### config.mk
export PLATFORM = sky130hd
export DESIGN_NAME = elastic_config_loader
export DESIGN_NICKNAME = d
export VERILOG_FILES = /design/src/rtl/elastic_config_loader.sv
export SDC_FILE = /design/constraint.sdc
export NUM_CORES = 1
export LEC_CHECK = 0
export ABC_AREA = 1
export CAP_MARGIN = 20
export CORE_MARGIN = 2
export CORE_UTILIZATION = 29
export CTS_CLUSTER_SIZE = 12
export DETAILED_ROUTE_END_ITERATION = 10
export GPL_TIMING_DRIVEN = 0
export MAX_ROUTING_LAYER = met4
export RECOVER_POWER = 25
export SYNTH_ARGS = -nofsm -noshare
export SYNTH_HDL_FRONTEND = slang
export SYNTH_SLANG_ARGS = --single-unit
### constraint.sdc
create_clock -name clk -period 2.2 [get_ports clk]
set_input_delay 0.44 -clock clk [delete_from_list [all_inputs] [get_ports clk]]
set_output_delay 0.44 -clock clk [all_outputs]
set_load 0.1 [all_outputs]
### src/rtl/elastic_config_loader.sv
// ----------------------------------------------------------------------------
// elastic_config_loader
//
// Purpose:
//   Streams configuration records from a host into an array of PEs. The host
//   presents one record per cycle with host_valid; the loader accepts records
//   while in LOAD. For each valid record it broadcasts the config fields and
//   raises a one-hot write strobe for the target PE. It drops records that
//   address a non-existent PE or a context above the latched maximum, and
//   flags them as errors. The record marked host_last ends the load: after
//   its write pulse has been seen, start_exec is raised for one cycle and the
//   array runs until the next load_start.
//
// Ports:
//   clk, reset_n            clock, asynchronous active-low reset
//   load_start              begin a new load (honoured in IDLE and RUN only)
//   context_max_id          highest legal context id, sampled on load_start
//   host_valid/host_stop    host handshake; a record moves when valid & !stop
//   host_last               marks the final record of the load
//   host_*                  record fields (PE id, context, indices, op, const)
//   config_*                registered record fields broadcast to the PEs
//   write_config_data       one-hot write strobe, one bit per PE
//   start_exec              one-cycle pulse that starts execution
//   mapping_context_max_id  context_max_id latched for the current mapping
//   busy                    high while loading or starting
//   error                   sticky flag: at least one record was dropped
//   record_count            number of records written, saturating
// ----------------------------------------------------------------------------
module elastic_config_loader #(
    parameter int PE_NUM                     = 16,
    parameter int PE_ID_WIDTH                = 4,
    parameter int NEIGHBOR_PE_NUM            = 4,
    parameter int NEIGHBOR_PE_NUM_BIT_LENGTH = 2,
    parameter int OPERATION_BIT_LENGTH       = 4,
    parameter int DATA_WIDTH                 = 32,
    parameter int CONTEXT_SIZE_BIT_LENGTH    = 3
) (
    input  logic                                  clk,
    input  logic                                  reset_n,

    input  logic                                  host_valid,
    output logic                                  host_stop,
    input  logic                                  host_last,
    input  logic [PE_ID_WIDTH-1:0]                host_pe_id,
    input  logic [CONTEXT_SIZE_BIT_LENGTH-1:0]    host_context_id,
    input  logic [NEIGHBOR_PE_NUM_BIT_LENGTH-1:0] host_input_index_1,
    input  logic [NEIGHBOR_PE_NUM_BIT_LENGTH-1:0] host_input_index_2,
    input  logic [NEIGHBOR_PE_NUM-1:0]            host_output_index,
    input  logic [OPERATION_BIT_LENGTH-1:0]       host_op,
    input  logic [DATA_WIDTH-1:0]                 host_const_data,

    input  logic                                  load_start,
    input  logic [CONTEXT_SIZE_BIT_LENGTH-1:0]    context_max_id,

    output logic [NEIGHBOR_PE_NUM_BIT_LENGTH-1:0] config_input_PE_index_1,
    output logic [NEIGHBOR_PE_NUM_BIT_LENGTH-1:0] config_input_PE_index_2,
    output logic [NEIGHBOR_PE_NUM-1:0]            config_output_PE_index,
    output logic [OPERATION_BIT_LENGTH-1:0]       config_op,
    output logic [DATA_WIDTH-1:0]                 config_const_data,
    output logic [CONTEXT_SIZE_BIT_LENGTH-1:0]    config_index,
    output logic [PE_NUM-1:0]                     write_config_data,

    output logic                                  start_exec,
    output logic [CONTEXT_SIZE_BIT_LENGTH-1:0]    mapping_context_max_id,

    output logic                                  busy,
    output logic                                  error,
    output logic [15:0]                           record_count
);

    typedef enum logic [1:0] {
        S_IDLE  = 2'd0,
        S_LOAD  = 2'd1,
        S_START = 2'd2,
        S_RUN   = 2'd3
    } state_t;

    localparam logic [31:0]       PE_NUM_U = PE_NUM;
    localparam logic [PE_NUM-1:0] ONE_HOT0 = {{(PE_NUM-1){1'b0}}, 1'b1};

    state_t                                r_state;
    // Set after the last record is accepted: LOAD is held one more cycle
    // (with host_stop raised) so the final write pulse precedes start_exec.
    logic                                  r_drain;
    logic                                  r_host_stop;
    logic                                  r_busy;
    logic                                  r_start_exec;
    logic                                  r_error;
    logic [15:0]                           r_record_count;
    logic [CONTEXT_SIZE_BIT_LENGTH-1:0]    r_max_id;
    logic [PE_NUM-1:0]                     r_write;
    logic [NEIGHBOR_PE_NUM_BIT_LENGTH-1:0] r_in_idx_1;
    logic [NEIGHBOR_PE_NUM_BIT_LENGTH-1:0] r_in_idx_2;
    logic [NEIGHBOR_PE_NUM-1:0]            r_out_idx;
    logic [OPERATION_BIT_LENGTH-1:0]       r_op;
    logic [DATA_WIDTH-1:0]                 r_const;
    logic [CONTEXT_SIZE_BIT_LENGTH-1:0]    r_index;

    logic                                  w_accept;
    logic                                  w_rec_ok;
    logic [PE_NUM-1:0]                     w_onehot;

    assign w_accept = host_valid && !r_host_stop && (r_state == S_LOAD);
    // Zero-extend the id so ids wider than PE_NUM's range compare correctly.
    assign w_rec_ok = ({{(32-PE_ID_WIDTH){1'b0}}, host_pe_id} < PE_NUM_U) &&
                      (host_context_id <= r_max_id);
    assign w_onehot = ONE_HOT0 << host_pe_id;

    always_ff @(posedge clk or negedge reset_n) begin
        if (!reset_n) begin
            r_state        <= S_IDLE;
            r_drain        <= 1'b0;
            r_host_stop    <= 1'b1;
            r_busy         <= 1'b0;
            r_start_exec   <= 1'b0;
            r_error        <= 1'b0;
            r_record_count <= '0;
            r_max_id       <= '0;
            r_write        <= '0;
            r_in_idx_1     <= '0;
            r_in_idx_2     <= '0;
            r_out_idx      <= '0;
            r_op           <= '0;
            r_const        <= '0;
            r_index        <= '0;
        end else begin
            r_write <= '0;
            case (r_state)
                S_IDLE, S_RUN: begin
                    if (load_start) begin
                        r_state        <= S_LOAD;
                        r_max_id       <= context_max_id;
                        r_record_count <= '0;
                        r_error        <= 1'b0;
                        r_drain        <= 1'b0;
                        r_host_stop    <= 1'b0;
                        r_busy         <= 1'b1;
                    end
                end
                S_LOAD: begin
                    if (r_drain) begin
                        r_state      <= S_START;
                        r_drain      <= 1'b0;
                        r_start_exec <= 1'b1;
                    end else if (w_accept) begin
                        if (w_rec_ok) begin
                            r_write    <= w_onehot;
                            r_in_idx_1 <= host_input_index_1;
                            r_in_idx_2 <= host_input_index_2;
                            r_out_idx  <= host_output_index;
                            r_op       <= host_op;
                            r_const    <= host_const_data;
                            r_index    <= host_context_id;
                            if (r_record_count != 16'hFFFF) begin
                                r_record_count <= r_record_count + 16'd1;
                            end
                        end else begin
                            r_error <= 1'b1;
                        end
                        if (host_last) begin
                            r_drain     <= 1'b1;
                            r_host_stop <= 1'b1;
                        end
                    end
                end
                S_START: begin
                    r_state      <= S_RUN;
                    r_start_exec <= 1'b0;
                    r_busy       <= 1'b0;
                    r_host_stop  <= 1'b1;
                end
                default: begin
                    r_state <= S_IDLE;
                end
            endcase
        end
    end

    assign host_stop               = r_host_stop;
    assign busy                    = r_busy;
    assign start_exec              = r_start_exec;
    assign error                   = r_error;
    assign record_count            = r_record_count;
    assign mapping_context_max_id  = r_max_id;
    assign write_config_data       = r_write;
    assign config_input_PE_index_1 = r_in_idx_1;
    assign config_input_PE_index_2 = r_in_idx_2;
    assign config_output_PE_index  = r_out_idx;
    assign config_op               = r_op;
    assign config_const_data       = r_const;
    assign config_index            = r_index;

endmodule

==> results_tabular.tex <==
\begin{tabular}{lr}
\hline
Metric & Value \\
\hline
\multicolumn{2}{l}{\textbf{Drt}} \\
\quad Initial DRC count & 157 \\
\quad \# DRC & 0 \\
\quad Number of nets with antenna violations after routing & 0 \\
\quad TritonRoute pass-1 iters & 5 \\
\quad Via total after detailed routing & 3495 \\
\quad Total Routed Length & 9967 um \\
\quad Drt wl/cell & 12.27 um \\
\quad Via density per instance & 4.304 \\
\multicolumn{2}{l}{\textbf{Floorplanning}} \\
\quad Die Width & 119.8 um \\
\quad Site row count & 42 \\
\quad Initial core utilization & 29.46\% \\
\quad Die footprint & 14340 um2 \\
\quad Top Ports & 145 \\
\quad Area of the core region & 13190 um2 \\
\quad Height of the die & 119.8 um \\
\multicolumn{2}{l}{\textbf{Critical path}} \\
\quad Element type at the critical path start & flip-flop \\
\quad Worst setup path startpoint & host\_stop \\
\quad Data arrival time at the worst-slack endpoint & 1.70 ns \\
\quad CP max-delay cell & sky130\_fd\_sc\_hd\_\_clkdlybuf4s15\_1 \\
\quad Launch instance of the worst register-to-register path & r\_state[0] \\
\quad Worst setup EP type & output pin \\
\quad Required time at the worst-slack endpoint & 1.76 ns \\
\quad Kind of critical path & flip-flop to output pin \\
\quad Buf/Inv on CP & 1 \\
\quad Cell-by-cell trace of the critical path & clkdlybuf4s15\_1 \\
\quad Largest stage delay on the critical path & 0.82 ns \\
\quad Maximum fanout along the worst path & 3 \\
\quad Family of cells with the greatest summed delay on the critical path & buffers and inverters \\
\multicolumn{2}{l}{\textbf{Clocking}} \\
\quad Hold bufs inserted after CTS & 0 \\
\quad Number of CTS-inserted buffers & 9 \\
\quad \# H-tree levels & 3 \\
\quad Clock edge transition at the registers on the reported setup and hold paths & 0.07 ns \\
\quad Root Driver & sky130\_fd\_sc\_hd\_\_clkbuf\_16 \\
\quad TritonCTS sink count & 89 \\
\quad Later-pin clock latency in the skew report & 0.34 ns \\
\quad TritonCTS clock tree & done \\
\quad Max clock buf depth & 2 \\
\multicolumn{2}{l}{\textbf{Layout}} \\
\quad Area Growth Syn to Fin & 48.45\% \\
\quad FF/Latch Area & 2235 um2 \\
\quad Area used by multi-input combinational logic & 1439 um2 \\
\quad Count of nets after finishing & 697 \\
\quad Count of inserted antenna diode cells & 0 \\
\quad Fill cell count & 1360 \\
\quad Fraction of layout instances using a drive strength above 1 & 7.075\% \\
\quad Post-layout instance count excluding filler cells & 812 \\
\multicolumn{2}{l}{\textbf{Synthesis}} \\
\quad Post-synthesis register bit count & 89 \\
\quad Area leader, netlist & sky130\_fd\_sc\_hd\_\_dfrtp\_1 \\
\quad Main flop type after synthesis & sky130\_fd\_sc\_hd\_\_dfrtp\_1 \\
\quad EDFF count, synth & 0 \\
\quad Synthesized cell area & 3886 um2 \\
\quad Synth unique cells & 25 \\
\quad Mean area per synthesized cell & 8.182 um2 \\
\quad Share of Yosys cell area claimed by the top area cell type & 56.66\% \\
\quad Warning count from the yosys run & 0 \\
\quad Leading cell types by total area after synthesis & sky130\_fd\_sc\_hd\_\_dfrtp\_1 (57\%), sky130\_fd\_sc\_hd\_\_nand2\_1 (21\%), sky130\_fd\_sc\_hd\_\_nor2\_1 (3.7\%) \\
\quad Proportion of synthesized flip-flops having asynchronous set or reset & 100.0\% \\
\quad Top cells by count, synth & sky130\_fd\_sc\_hd\_\_nand2\_1 (216), sky130\_fd\_sc\_hd\_\_dfrtp\_1 (88), sky130\_fd\_sc\_hd\_\_nor2\_1 (38) \\
\quad Net Count, Synth & 541 \\
\quad Cells after synthesis & 475 \\
\quad Top-count cell post-synth & sky130\_fd\_sc\_hd\_\_nand2\_1 \\
\quad Register area share after synthesis & 57.34\% \\
\multicolumn{2}{l}{\textbf{Global routing}} \\
\quad Global route overflow & 0 \\
\quad Number of global-route vias before repair & 3235 \\
\quad Total global routing track utilization & 14.84\% \\
\quad Pin count of the biggest net entering global routing & 60 \\
\quad Initial antenna violation count & 0 \\
\quad Wire length of the first global-routing pass & 16380 um \\
\multicolumn{2}{l}{\textbf{STA}} \\
\quad Fmax & 466.7 MHz \\
\quad Unrepaired setup endpoints after global routing & no \\
\quad Least-Margin Pin Slew & 1.007 ns \\
\quad Hold Fails Final Rpt & 0 \\
\quad Final Max Slew Viols & 0 \\
\quad Worst clock skew & 0.008094 ns \\
\quad Post-layout minimum cycle time & 2.143 ns \\
\quad Final setup vio count & 0 \\
\quad Final cycle utilization of the critical path & 97.39\% \\
\quad Worst max-slew margin expressed relative to the limit & 33.11\% \\
\multicolumn{2}{l}{\textbf{Power}} \\
\quad Total power after layout & 9.234 mW \\
\quad Share of power burned in the clock network & 15.6\% \\
\quad Ratio of total power to cell area & 1601 nW/um2 \\
\quad Leakage power figure & 3.084 nW \\
\quad Switch Pwr & 5.338 mW \\
\quad Total internal power & 3.896 mW \\
\quad Maximum vdd ir drop & 0.0007140 V \\
\quad Sequential Power Share & 25.6\% \\
\quad Portion of total power attributed to combinational logic & 58.8\% \\
\quad Switching share of power & 57.80\% \\
\multicolumn{2}{l}{\textbf{Placed design}} \\
\quad Placer congestion estimate & 0.8291 \\
\quad Final HPWL from detailed placement & 7461 um \\
\quad Post-Place Cells & 796 \\
\quad Port Buf Inserts & 144 \\
\multicolumn{2}{l}{\textbf{Run}} \\
\quad Max-cap violation count & 0 \\
\multicolumn{2}{l}{\textbf{Hold path}} \\
\quad Worst hold-check path type & primary input to asynchronous set/reset pin \\
\multicolumn{2}{l}{\textbf{Status}} \\
\quad Outcome & completed \\
\hline
\end{tabular}
power by group through the flow:
| stage | logic [mW] | registers [mW] | clock network [mW] |
|---|---|---|---|
| 3_5_place_dp | 5.75 | 2.42 | 0 |
| 5_1_grt | 5.72 | 2.43 | 1.57 |
| 4_1_cts | 5.45 | 2.37 | 1.50 |
| 2_1_floorplan | 1.10 | 5.61 | 0 |
| 3_3_place_gp | 5.72 | 2.41 | 0 |
| 6_report | 5.43 | 2.37 | 1.44 |
registers in the layout, indices dropped and copies added (netlist names), 3 cells and up:
| signal | flops |
|---|---|
| config_const_data | 32 |
| config_index | 3 |
| config_op | 4 |
| config_output_PE_index | 4 |
| mapping_context_max_id | 3 |
| record_count | 16 |
| write_config_data | 16 |
per-stage QoR:
step                TNS (ns)  cell area (um2)  worst slack, ns  hold slack, ns  utilization [%]
floorplan                  0             3892           0.1172          0.1444                -
global placement     -248.62             5554           -2.948          0.4536            42.11
detailed placement    -17.76             5579          -0.3305          0.4215            42.30
CTS                        0             5753         0.004177         0.05211            43.62
global route               0             5769         0.002197         0.06872            43.74
finish                     0             5769          0.05736         0.04380            43.74
routing by layer:
metal / vias up / track usage, % / part of all wire, %
li1: 1784 / - / -
met1: 1613 / 20.02 / 48
met2: 90 / 22.46 / 46
met3: 8 / 2.757 / 4.5
met4: 0 / 5.294 / 1.3
met5: - / - / 0
what timing repair did:
item,in CTS,in global routing
gates cloned,0,0
setup buffers,0,0
resized for setup,86,9
endpoints found under the setup margin,86,59
final cells by class:
cell class	instances	area share, %
clock buffers	10	4.142
inverters	38	2.472
multi-input cells	334	24.94
clock inverters	6	0.7374
flip-flops and latches	89	38.73
plain buffers	14	1.540
repair buffers	145	23.62
well taps	176	3.817
path summary, 6_finish.rpt:
path	end	slack (ns)	cells after the start
setup / recovery	host_stop	0.06	1
hold / removal	config_const_data[27]	0.04	1
setup reg to reg	record_count[13]	0.19	11
hold reg to reg	config_const_data[18]	0.46	2
max in group asynchronous	mapping_context_max_id[2]	1.51	2
min in group clk	config_const_data[18]	0.46	2
cells by family (layout without fill, tap and decap cells):
family	count (synthesis)	in the layout	share of synthesized area, %
simple gates	287	287	29.04
flops	89	89	57.34
buf+inv	52	213	5.924
compound gates	40	40	5.442
fa+ha+maj	7	7	2.254
layout by cell type, fill, tap and decap left out, types with 3 or more instances in the layout:
cell,instances
sky130_fd_sc_hd__buf_4,5
sky130_fd_sc_hd__dlygate4sd2_1,83
sky130_fd_sc_hd__nand2_1,216
sky130_fd_sc_hd__clkbuf_16,9
sky130_fd_sc_hd__ha_1,6
sky130_fd_sc_hd__a21oi_1,8
sky130_fd_sc_hd__inv_1,35
sky130_fd_sc_hd__o21ai_1,6
sky130_fd_sc_hd__nor2_1,38
sky130_fd_sc_hd__clkdlybuf4s15_1,3
sky130_fd_sc_hd__dfrtp_1,83
sky130_fd_sc_hd__clkbuf_1,3
sky130_fd_sc_hd__clkdlybuf4s50_1,57
sky130_fd_sc_hd__dfrtp_2,5
sky130_fd_sc_hd__nand3_1,26
sky130_fd_sc_hd__buf_2,4
sky130_fd_sc_hd__o21ai_0,22
Note: power is estimated with default switching activity, not from simulation.
